### src/rtl/hs_pipe_fifo.sv
// hs_pipe_fifo: elastic valid/ack FIFO with occupancy, almost-full flag and synchronous flush
module hs_pipe_fifo #(
  parameter int DATA_WIDTH  = 3,
  parameter int DEPTH       = 4,
  parameter int AFULL_LEVEL = 3,
  parameter int CW          = $clog2(DEPTH + 1)
) (
  input  logic                  clk,
  input  logic                  rst,
  input  logic                  flush,
  input  logic                  valid_in,
  output logic                  ack_out,
  input  logic [DATA_WIDTH-1:0] data_in,
  output logic                  valid_out,
  input  logic                  ack_in,
  output logic [DATA_WIDTH-1:0] data_out,
  output logic [CW-1:0]         count,
  output logic                  empty,
  output logic                  full,
  output logic                  almost_full
);
  localparam int AW = $clog2(DEPTH);
  logic [DATA_WIDTH-1:0] mem [DEPTH];
  logic [AW-1:0] wr_ptr, rd_ptr;
  logic push, pop;
  always_comb begin
    empty       = count == '0;
    full        = count == CW'(DEPTH);
    almost_full = count >= CW'(AFULL_LEVEL);
    ack_out     = !full;
    valid_out   = !empty;
    push        = valid_in && ack_out;
    pop         = valid_out && ack_in;
    data_out    = mem[rd_ptr];
  end
  always_ff @(posedge clk) begin
    if (rst || flush) begin
      wr_ptr <= '0;
      rd_ptr <= '0;
      count  <= '0;
    end else begin
      wr_ptr <= wr_ptr + AW'(push);
      rd_ptr <= rd_ptr + AW'(pop);
      count  <= count + CW'(push) - CW'(pop);
    end
  end
  // Storage carries no reset: contents are unobservable while empty.
  always_ff @(posedge clk) begin
    if (push && !rst && !flush) mem[wr_ptr] <= data_in;
  end
endmodule

### config.mk
export PLATFORM = sky130hd
export DESIGN_NAME = hs_pipe_fifo
export DESIGN_NICKNAME = d
export VERILOG_FILES = /design/src/rtl/hs_pipe_fifo.sv
export SDC_FILE = /design/constraint.sdc
export NUM_CORES = 1
export LEC_CHECK = 0
export ABC_CLOCK_PERIOD_IN_PS = 1860
export CORE_MARGIN = 8
export CORE_UTILIZATION = 29
export CTS_CLUSTER_SIZE = 10
export DETAILED_ROUTE_END_ITERATION = 7
export GPL_ROUTABILITY_DRIVEN = 0
export SKIP_LAST_GASP = 1
export SYNTH_ARGS = -nofsm -noshare
export SYNTH_HDL_FRONTEND = slang
export SYNTH_SLANG_ARGS = --single-unit
### constraint.sdc
create_clock -name clk -period 1.86 [get_ports clk]
set_input_delay 0.186 -clock clk [delete_from_list [all_inputs] [get_ports clk]]
set_output_delay 0.186 -clock clk [all_outputs]
set_load 0.05 [all_outputs]
=== Yosys cells after proc, flatten, opt, wreduce, memory -nomap -nowiden ===
Memories as Yosys holds them, arrays and structs flattened. A register that Yosys moved wholly into a read port is not among the register bits.
Cells that the tools add are included.

* Register bits: 7
* Memory bits (writable): 12
* Input bits: 8
* Output and inout bits: 11
* Word-level logic and storage cells: 23
* Memories: 1

* Add/sub/neg operators: 4
* $lt $le $gt $ge: 1
* Equal/unequal tests: 1
* Multiplexer cells: 3
* Reduce and logical (&&, ||, !) cells: 10

{| class="wikitable"
|+ Memories
! name !! depth !! bits a word !! read ports !! clocked after memory_dff !! write ports !! RTL line !! source
|-
| mem || 4 || 3 || 1 || 1 || 1 || 23 || <nowiki>logic [DATA_WIDTH-1:0] mem [DEPTH];</nowiki>
|}

{| class="wikitable"
|+ Operators by type and width
! operator !! number
|-
| 2-bit by 1-bit adder with 2-bit output || 2
|-
| 1-bit logical AND || 4
|-
| 1-bit zero test || 4
|-
| 3-bit by 1-bit adder with 3-bit output || 1
|-
| 3-bit equality test, second input constant || 1
|-
| 3-bit by 2-bit greater-or-equal comparator with 1-bit output, second input constant || 1
|-
| 3-bit zero test || 1
|-
| 3-bit by 1-bit subtractor with 3-bit output || 1
|-
| 1-bit 2-to-1 mux || 2
|-
| 2-bit 2-to-1 mux || 1
|-
| 1-bit logical OR || 1
|}

=== Longest topological paths before layout ===
* Depth after elaboration: 7
* Depth in mapped cells: 8
* Gate-level depth less buffers: 8

=== Worst setup path before layout ===
No wires, ideal clock.

* Path kind: register to register
* Start point: register count[2]
* End point: register count[2]
* Library setup time: 0.117 ns
* Data arrival time: 2.288 ns
* Slack: -0.545 ns
* Stages on the path, launching flop included: 9
* Path buffers: 0
* Clock period less this slack: 2.405 ns
* Path through: dfxtp_1 or3b_4 and2_4 xnor2_1 ha_1 inv_1 fa_1 xor2_1 nor2_1

* Cells in the longest elaborated chain, start to end: 5
* Elaborated cells between the ends (all ways): 8
* Those cells by class: add/sub (2); eq/ne (1); reduce/logical (5)

{| class="wikitable"
|+ RTL lines
! item !! RTL line !! source
|-
| start: declaration || 17 || <nowiki>output logic [CW-1:0] count,</nowiki>
|-
| start signal: assignment || 44 || <nowiki>count <= count + CW'(push) - CW'(pop);</nowiki>
|-
| 3-bit equality test || 28 || <nowiki>full = count == CW'(DEPTH);</nowiki>
|-
| 1-bit zero test || 30 || <nowiki>ack_out = !full;</nowiki>
|-
| named net ack_out || 12 || <nowiki>output logic ack_out,</nowiki>
|-
| 1-bit logical AND || 32 || <nowiki>push = valid_in && ack_out;</nowiki>
|-
| 3-bit by 1-bit adder with 3-bit output || 44 ||
|-
| 3-bit by 1-bit subtractor with 3-bit output || 44 ||
|}

The timed path passes the listed nets, and every way through them passes these cells.
A chain may end at the register's enable or synchronous reset.

=== Worst setup path after layout ===
* Start point: register count[1]
* End point: register count[1]

* Cells in the longest elaborated chain, start to end: 5
* Elaborated cells between the ends (all ways): 8
* Those cells by class: add/sub (2); eq/ne (1); reduce/logical (5)

{| class="wikitable"
|+ RTL lines
! item !! RTL line
|-
| 3-bit equality test || 28
|-
| 1-bit zero test || 30
|-
| 1-bit logical AND || 32
|-
| 3-bit by 1-bit adder with 3-bit output || 44
|-
| 3-bit by 1-bit subtractor with 3-bit output * || 44
|}

Mark *: on every way between the ends. The rest lies on a longest branch, timed or not.

==> metrics.md <==
| Metric | Value |
|---|---|
| Leakage power | 0.000511 uW |
| Die Span Y | 69.2 um |
| Vias in the first global route | ~600 |
| Antenna viol nets, final | 0 |
| Most frequent cells after synthesis | edfxtp_1 (12), nor2_1 (8), dfxtp_1 (7) |
| # setup viols final | 2 |
| Final worst-path cycle share | 102% |
| Status | finished with violations |
| Worst Path Arrival | 2080 ps |
| Detailed Routing Iterations Pass 1 | 4 |
| Slew HR | 66.1% |
| Crit path launch type | flop |
| Power Density | roughly 730 nW/um^2 |
| Area Growth Syn to Fin | 48.5% |
| N_diodes | 0 |
| RSZ-0062 raised after global routing | true |
| Largest net degree at the start of global routing | 11 |
| WL final | 1.52 mm |
| Routed len/inst | 11.9 um |
| GRT Total Usage | 6.79% |
| Post-synthesis register bit count | 19 |
| Sequential element share of the synthesized area | 61.1% |
| Cell family with most CP delay | adder cells |
| Worst path bufs/invs | 1 |
| DP HPWL | 1.25 mm |
| Share of cells above drive strength 1 | 44.8% |
| Synth async-reset ratio | 0% |
| GR Overflow Total | 0 |
| Ports | 19 |
| Area fraction of the dominant cell type after synthesis | 44.0% |
| Slack of the critical path | -35.5 ps |
| Cell chain of the critical path | or3b_4 > and2_4 > xnor2_2 > ha_2 > inv_2 > fa_2 > nor2_1 |
| Nets | about 110 |
| Violated checks | setup timing |
| Fin area | 1220 sq um |
| Most instantiated library cell after synthesis | edfxtp_1 |
| Starting DRT DRC Count | 3 |
| Critical Path RT | 2050 ps |
| Vias | about 550 |
| Clock Latency Late Sink | just under 300 ps |
| TritonCTS sink count | 19 |
| DRC Markers | 0 |
| Synth Net Count | slightly above 70 |
| Max-slew violations | 0 |
| Post-synth cell types | 22 |
| Yosys warns | 0 |
| Leading area contributor after synthesis | edfxtp_1 |
| Dpl cell area | 1150 sq um |
| Kind of critical path | flop to flop |
| Syn Area/Cell | between 10 and 15 sq um |
| Most used DFF post-synth | edfxtp_1 |
| Synth Instances | 59 |
| CTS tree | yes |
| Critical Path Max Stage Delay | 510 ps |
| Hold-fix buffers, CTS | 0 |
| Die area | about 4800 sq um |
| Antenna violations before repair | 0 |
| Type of the worst min-delay path | input pin to flop |
| Fin Hold WS | around 530 ps |
| Fmax | 528 MHz |
| Initial Util | 30.2% |
| Core area | 2710 sq um |
| Reg clk slew, reported paths | 100 ps |
| Die Width | between 60 and 70 um |
| Worst slew pin tran | 507 ps |
| CTS Buf Count | 3 |
| Via density | 4.34 |
| First-pass GRT wire length | about 2.6 mm |
| Top cells by area, synth | edfxtp_1 (44%), dfxtp_1 (17%), mux4_2 (8.2%), ha_1 (4.6%), nor2_1 (3.7%) |
| Clock Path Buffers | 2 |
| Slowest CP cell | fa_2 |
| H-tree depth | 1 |
| Crit path max fanout | 3 |
| Rows | 19 |
| Crit. End Element | flop |
| Port Buffers | 18 |
| Root Buffer | clkbuf_4 |
| Post-Syn Area | 820 sq um |
| Hold Vio Cnt, Final | 0 |
| EDFF count, synth | 12 |
| Peak VDD IR | 0.324 mV |
| Max-cap violations | 0 |
| Setup Skew | 9.15 ps |
| Tmin final | approximately 1900 ps |
placed cells by master, fill, tap and decap left out, drive strengths merged:
cell type	netlist	final
buf	0	25
edfxtp	12	12
nor2	8	8
clkdlybuf4s50	0	7
dfxtp	7	7
clkbuf	1	4
inv	4	4
mux4	3	3
xor2	3	3
and2	3	3
ha	3	3
nand2	2	2
nor3b	2	2
dlymetal6s2s	0	2
xnor2	2	2
or3	1	1
or3b	1	1
o31ai	1	1
nand3	1	1
nor3	1	1
o21ai	1	1
or2	1	1
o311ai	1	1
fa	1	1
through the flow:
| stage | utilization [%] | TNS, ps | worst slack, ps | cells | total power [uW] |
|---|---|---|---|---|---|
| floorplan | - | -468 | -249 | 59 | 600 |
| global placement | 42.5 | 0 | 3.53 | 120 | 693 |
| detailed placement | 42.5 | -60.7 | -38.1 | 120 | 697 |
| CTS | 44.6 | -70.8 | -43.2 | 127 | 900 |
| global route | 44.9 | -189 | -108 | 127 | 937 |
| finish | 44.9 | -55.1 | -35.5 | 127 | 891 |
flip-flops by register name, summed over array words and instances (netlist names):
name and flops:
count 3, mem 12, rd_ptr 2, wr_ptr 2
worst paths after layout:
path,end,slack [ps],start,cells past startpoint
worst min register to register,wr_ptr[1],560,wr_ptr[1],2
worst max-delay path,count[1],-40,count[1],7
worst max register to register,count[1],-40,count[1],7
worst min-delay path,mem[0][2],530,data_in[2],1
kinds of logic (layout without fill, tap and decap cells):
group,after synthesis,count (layout),share of synthesized area [%]
and+or+nand+nor,20,20,13.3
DFF,19,19,61.1
xor gates and xnor gates,5,5,5.34
buffers and inverters,5,42,2.44
adders and majority gates,4,4,7.02
AOI/OAI and AO/OA,3,3,2.60
muxes,3,3,8.24
per-layer routing:
| metal | vias to the layer above | routed length (um) | track usage (%) |
|---|---|---|---|
| met5 | - | 0 | 0 |
| met1 | 251 | 653 | 7.77 |
| met3 | 2 | 67 | 2.00 |
| li1 | 287 | - | - |
| met2 | 11 | 766 | 10.6 |
| met4 | 0 | 27 | 4.78 |
where the power goes:
group | leakage (uW) | internal, uW | switching [uW]
Sequential | 0.000167 | 456 | 7.28
Clock | 0.0000150 | 83.2 | 114
Combinational | 0.000329 | 107 | 124
cell type report:
type | count | area [sq um]
tap | 31 | 38.8
sequential | 19 | 509
fill | 262 | 1490
multi-input combinational | 35 | 320
inverter | 4 | 15.0
clock buffer | 4 | 26.3
timing repair buffer | 34 | 308
repair_timing:
action                     in CTS  in global routing
buffers inserted                3                  0
setup endpoints to repair       2                  5
resized for setup               3                  4
gates cloned                    0                  0
pin swaps                       1                  0
Note: power is estimated with default switching activity, not from simulation.
